`src/rtl/score_event_sequencer.sv`:
```
// ----------------------------------------------------------------------------
// score_event_sequencer
//
// Sits between the game logic and a 4-digit packed-BCD score counter. Food and
// bonus events become credits. Each credit is issued to the counter as one
// single-cycle increment pulse, and at least GAP_CYCLES low cycles follow
// every pulse. The block also sequences a new game (clears the counter) and
// game over (drains the remaining credits, lets the counter settle, updates
// the high score, then freezes).
//
// Ports
//   clk          system clock
//   rst          synchronous, active-high reset
//   food_eaten   1-cycle pulse, +1 credit
//   bonus_eaten  1-cycle pulse, +BONUS_PTS credits
//   game_over    1-cycle pulse, drain then freeze
//   new_game     1-cycle pulse, abort and clear (high score kept)
//   score_in     packed BCD score read back from the counter {d3,d2,d1,d0}
//   inc_pulse    counter increment, one cycle wide
//   score_rst    counter clear
//   high_score   packed BCD best score, cleared only by rst
//   pending      credits not yet issued
//   busy         high unless the FSM is in IDLE or FROZEN
//   dropped      1-cycle flag: a credit was lost to saturation
//   state_dbg    current FSM state encoding (debug visibility)
//
// Handshake: there is no back-pressure. Every input is a one-cycle pulse that
// is sampled on the rising edge of clk. inc_pulse and score_rst are one-cycle
// strobes to the counter, and the counter must accept them unconditionally.
// ----------------------------------------------------------------------------
module score_event_sequencer #(
    parameter int BONUS_PTS  = 5,
    parameter int PEND_W     = 6,
    parameter int GAP_CYCLES = 1
) (
    input  logic              clk,
    input  logic              rst,
    input  logic              food_eaten,
    input  logic              bonus_eaten,
    input  logic              game_over,
    input  logic              new_game,
    input  logic [15:0]       score_in,
    output logic              inc_pulse,
    output logic              score_rst,
    output logic [15:0]       high_score,
    output logic [PEND_W-1:0] pending,
    output logic              busy,
    output logic              dropped,
    output logic [2:0]        state_dbg
);

    typedef enum logic [2:0] {
        S_CLEAR  = 3'd0,
        S_IDLE   = 3'd1,
        S_ISSUE  = 3'd2,
        S_GAP    = 3'd3,
        S_SETTLE = 3'd4,
        S_FROZEN = 3'd5
    } state_t;

    // Two spare bits let pending + add overflow past the maximum count so
    // that saturation can be detected.
    localparam int                SUM_W    = PEND_W + 2;
    localparam int                GAP_W    = (GAP_CYCLES > 1) ? $clog2(GAP_CYCLES) : 1;
    localparam logic [SUM_W-1:0]  PEND_MAX = {2'b00, {PEND_W{1'b1}}};
    localparam logic [SUM_W-1:0]  BONUS_V  = SUM_W'(BONUS_PTS);
    localparam logic [GAP_W-1:0]  GAP_LAST = GAP_W'(GAP_CYCLES - 1);

    state_t             state, next_state;
    logic               go_seen;
    logic [GAP_W-1:0]   gap_cnt;
    logic               settle_cnt;

    logic               accept;
    logic               go_now;
    logic               take;
    logic               clip;
    logic               capture;
    logic [SUM_W-1:0]   add;
    logic [SUM_W-1:0]   avail;
    logic [SUM_W-1:0]   diff;
    logic [PEND_W-1:0]  pend_next;

    assign state_dbg = state;

    always_comb begin
        accept     = 1'b0;
        add        = '0;
        avail      = '0;
        go_now     = 1'b0;
        next_state = state;
        take       = 1'b0;
        diff       = '0;
        clip       = 1'b0;
        pend_next  = pending;
        capture    = 1'b0;

        // Credits and game_over count only while a game is live. new_game
        // outranks everything, so it also masks events in the same cycle.
        accept = (state != S_CLEAR) && (state != S_FROZEN) && !new_game;
        if (accept) begin
            add = {{(SUM_W-1){1'b0}}, food_eaten} + (bonus_eaten ? BONUS_V : '0);
        end
        avail  = {2'b00, pending} + add;
        go_now = go_seen | (game_over & accept);

        if (new_game) begin
            next_state = S_CLEAR;
        end else begin
            case (state)
                S_CLEAR:  next_state = S_IDLE;
                S_IDLE: begin
                    if (avail != '0)  next_state = S_ISSUE;
                    else if (go_now)  next_state = S_SETTLE;
                end
                S_ISSUE:  next_state = S_GAP;
                S_GAP: begin
                    if (gap_cnt == GAP_LAST) begin
                        if (avail != '0)  next_state = S_ISSUE;
                        else if (go_now)  next_state = S_SETTLE;
                        else              next_state = S_IDLE;
                    end
                end
                S_SETTLE: begin
                    if (settle_cnt) next_state = S_FROZEN;
                end
                S_FROZEN: next_state = S_FROZEN;
                default:  next_state = S_CLEAR;
            endcase
        end

        // Each entry into ISSUE consumes one credit.
        take = (next_state == S_ISSUE);
        diff = avail - {{(SUM_W-1){1'b0}}, take};
        if ((next_state == S_CLEAR) || (state == S_CLEAR)) begin
            pend_next = '0;
        end else if (diff > PEND_MAX) begin
            clip      = 1'b1;
            pend_next = PEND_MAX[PEND_W-1:0];
        end else begin
            pend_next = diff[PEND_W-1:0];
        end

        // Last SETTLE cycle. By now the counter has absorbed the final pulse.
        capture = (state == S_SETTLE) && settle_cnt && !new_game;
    end

    always_ff @(posedge clk) begin
        if (rst) begin
            state      <= S_CLEAR;
            pending    <= '0;
            go_seen    <= 1'b0;
            gap_cnt    <= '0;
            settle_cnt <= 1'b0;
            inc_pulse  <= 1'b0;
            score_rst  <= 1'b1;
            busy       <= 1'b1;
            dropped    <= 1'b0;
            high_score <= '0;
        end else begin
            state      <= next_state;
            pending    <= pend_next;
            go_seen    <= (next_state == S_CLEAR) ? 1'b0 : go_now;
            gap_cnt    <= ((next_state == S_GAP) && (state == S_GAP)) ? gap_cnt + 1'b1 : '0;
            settle_cnt <= (state == S_SETTLE) && (next_state == S_SETTLE);
            inc_pulse  <= (next_state == S_ISSUE);
            score_rst  <= (next_state == S_CLEAR);
            busy       <= !((next_state == S_IDLE) || (next_state == S_FROZEN));
            dropped    <= clip;
            // Packed BCD orders the same way as binary, so a plain compare works.
            if (capture && (score_in > high_score)) begin
                high_score <= score_in;
            end
        end
    end

endmodule

```
`config.mk`:
```
export PLATFORM = sky130hd
export DESIGN_NAME = score_event_sequencer
export DESIGN_NICKNAME = d
export VERILOG_FILES = /design/src/rtl/score_event_sequencer.sv
export SDC_FILE = /design/constraint.sdc
export NUM_CORES = 1
export LEC_CHECK = 0
export BUFFER_PORTS_ARGS = -buffer_cell sky130_fd_sc_hd__clkbuf_2
export CORE_MARGIN = 2
export CORE_UTILIZATION = 45
export CTS_BUF_LIST = sky130_fd_sc_hd__clkbuf_2
export CTS_CLUSTER_SIZE = 25
export DETAILED_ROUTE_END_ITERATION = 10
export GPL_TIMING_DRIVEN = 0
export PLACE_DENSITY = 0.64
export SLEW_MARGIN = 30
export SYNTH_ARGS = -nofsm -noshare
export SYNTH_HDL_FRONTEND = slang
export SYNTH_SLANG_ARGS = --single-unit
```
`constraint.sdc`:
```
create_clock -name clk -period 7.8 [get_ports clk]
set_input_delay 0.78 -clock clk [delete_from_list [all_inputs] [get_ports clk]]
set_output_delay 0.78 -clock clk [all_outputs]
set_load 0.005 [all_outputs]
```
==> results.md <==
* Routed vias/inst at 5.458
* Crit end category: flip-flop
* Register area share after synthesis at 27.80%
* Status: complete, no violations
* GR Util All Layers at 20.75%
* Vias at 2265
* CTS max path bufs at 2
* Horiz. Die Dim at 75.57 µm
* Slew headroom at 53.01%
* Synth cell types at 61
* Port Buf Inserts at 50
* Pin count of the biggest net entering global routing at 11
* Hold-fix buffers, CTS at 0
* FMAX at 223.7 MHz
* Remaining antenna violation count after routing at 0
* P_leak at 1.134 nW
* Hold Path Depth at 1
* PD cells at 118.7 nW/µm²
* CP Class: flip-flop to flip-flop
* Post-Syn Nets at 332
* R2r worst-path depth at 17
* Syn. warnings at 0
* Max VDD drop at 0.06133 mV
* Number of synthesized flops with an enable pin at 0
* Top reg by flops: high_score
* Count leader, synth: inv_1
* Nets at 389
* Utilization after layout at 54.10%
* Placer congestion estimate at 0.8770
* DR pass1 iterations at 4
* Post-CTS setup buffers at 0
* Starting density of the core at 46.00%
* Die Height at 75.57 µm
* Worst Tran Pin Value at 0.7018 ns
* Worst R2R End: pending[3]
* Startpoint types: flip-flop
* Slew Viols, Final at 0
* HP Class: flip-flop to flip-flop
* Async SR Flop Fraction at 0%
* Worst-path clk slew at 0.18 ns
* Cell taking the most area after synthesis: dfxtp_1
* Slowest stage delay, CP at 0.46 ns
* WP data arrival at 4.75 ns
* Mapped Area at 2305 µm²
* Worst path slowest cell: o41ai_2
* TritonCTS clock tree: yes
* Max FO, Critical Path at 10
* Initial antenna violation count at 0
* CTS root buf: clkbuf_2
* DRT iter0 DRCs at 107
* Post-detail-place hpwl at 4237 µm
* Antenna cells at 0
* Core ar. at 5010 µm²
* Synthesis-stage register bit count at 32
* Worst-Skew Late Latency at 0.37 ns
* DRC viols at 0
* CP Launch Point: state_dbg[2]
* Aggregate global routing overflow at 0
* Setup violators final at 0
* CP required at 8.08 ns
* CP cell instances: buf_6 > xnor2_1 > a21oi_1 > and2_1 > ha_1 > inv_1 > fa_1 > xor2_1 > nand3_1 > o41ai_2 > nor2_1 > ha_1 > ha_1 > and2_1 > nor2_1 > o41a_1 > o22ai_1
* FP Rows at 26
* First-pass GRT wire length at 9163 µm
* Setup TNS at 0 ns
* Layout cells sized above 1 at 24.06%
* Die area at 5710 µm²
* Vias in the first global route at 2108
* WL per Instance at 13.19 µm
* CTS sink count at 32
* Share of the synthesized area in the top cell type at 27.80%
* # fillers at 520
* Hold_sp: settle_cnt
* Max cap viols at 0
* Max reg flops at 16
* H-Tree Depth at 2
* Post-cts sizing count at 0
* Post-synth top flop: dfxtp_1
* Post-Route WL at 5472 µm
* Ports at 51
* Register-to-register setup slack at 3.33 ns
* Worst Hold End: settle_cnt
* Synth top area cells: dfxtp_1 28%, ha_1 12%, inv_1 6.5%
* Area grow syn2layout at 17.59%
* Post-synthesis instance total at 287
* Reg-to-Reg Start: state_dbg[2]
* CTS Buf Count at 5
* Tmin final at 4.470 ns
* Average cell area after synthesis at 8.030 µm²
* CP dominant cell by count: ha_1
* Final Cycle Share at 57.31%
* RSZ-0062 raised after global routing: no
* Commonest cells in the netlist: 40 x inv_1, 32 x dfxtp_1, 26 x nor2_1
* Worst Skew at 0.01001 ns
* Fin. Hold Viols at 0
## placed cells by master, fill, tap and decap left out, types with 2 or more instances in the layout
| cell | synthesis | routed |
|---|---|---|
| nand3b_1 | 3 | 3 |
| nand2_1 | 24 | 24 |
| a21o_2 | 2 | 2 |
| and2_1 | 4 | 4 |
| inv_1 | 40 | 40 |
| nand3_1 | 5 | 5 |
| nor2_1 | 26 | 26 |
| xnor2_1 | 4 | 4 |
| a211oi_1 | 6 | 5 |
| nor3_1 | 4 | 4 |
| nor2b_1 | 3 | 3 |
| a211o_1 | 2 | 2 |
| clkinv_1 | 0 | 2 |
| buf_2 | 5 | 5 |
| a21boi_0 | 3 | 3 |
| nand4_1 | 19 | 19 |
| and2b_2 | 2 | 2 |
| clkbuf_1 | 5 | 5 |
| o22ai_1 | 3 | 3 |
| ha_1 | 22 | 22 |
| clkbuf_2 | 0 | 55 |
| o21ai_0 | 5 | 5 |
| dfxtp_1 | 32 | 32 |
| a21oi_1 | 7 | 7 |
| nor4_1 | 2 | 2 |
| nand2b_1 | 3 | 3 |
| o211ai_1 | 19 | 19 |
| o21a_1 | 2 | 2 |
## critical path: cells and delay by family, from the launching register on
kind / cells / cell delay (ns)
compound gates: 4 / 1.25
fa+ha+maj: 4 / 1.16
simple gates: 5 / 0.91
xor+xnor: 2 / 0.47
flops: 1 / 0.35
buf+inv: 2 / 0.22
## how the worst max path moves through the flow
| stage | to | depth (start not counted) | slack [ns] |
|---|---|---|---|
| 5_1_grt | pending[3] | 17 | 3.01 |
| 2_1_floorplan | pending[3] | 15 | 3.91 |
| 3_5_place_dp | pending[3] | 16 | 3.12 |
| 4_1_cts | pending[3] | 17 | 3.35 |
| 3_3_place_gp | pending[3] | 16 | 3.10 |
| 6_report | pending[3] | 17 | 3.33 |
## final cells by class
type                            instances  area (µm²)  area share, %
Inverter                               40       150.1          5.540
Multi-Input combinational cell        202        1449          53.46
Tap cell                               70       87.58          3.232
Clock buffer                            5       25.02         0.9234
Timing Repair Buffer                   50       250.2          9.234
Sequential cell                        32       640.6          23.64
Clock inverter                          3       37.54          1.385
Buffer                                 13       70.07          2.585
## routing by layer
metal	global-route usage [%]	vias up	wire length, µm
met5	0	-	0
met1	26.03	1054	2496
li1	-	1138	-
met2	34.59	63	2603
met4	7.212	0	104
met3	5.291	10	267
## where the power goes
| part | internal (mW) | switching, mW | total, mW |
|---|---|---|---|
| Combinational | 0.0175 | 0.0256 | 0.0430 |
| Clock | 0.0523 | 0.0596 | 0.112 |
| Sequential | 0.165 | 0.00122 | 0.167 |
## kinds of logic (layout without fill, tap and decap cells)
group                      count (synthesis)  after routing  share of synthesized area [%]
AOI/OAI and AO/OA                         67             67                          23.34
xor gates and xnor gates                   5              5                          1.900
adders and majority gates                 23             23                          12.81
buffers and inverters                     53            111                          9.555
DFF                                       32             32                          27.80
muxes                                      3              3                          1.574
other                                      1              1                         0.1627
and+or+nand+nor                          103            103                          22.86
## per-stage QoR
step	total power [mW]	hold slack [ns]	std cells	setup WS (ns)	cell area, µm²
global route	0.3409	0.4956	415	3.009	2710
finish	0.3216	0.4639	415	3.330	2710
CTS	0.3256	0.4582	415	3.351	2705
floorplan	0.1965	0.4138	287	3.912	2305
global placement	0.2129	0.4334	407	3.097	2643
detailed placement	0.2126	0.4356	407	3.121	2643
Power figures use the tool's default switching activity.
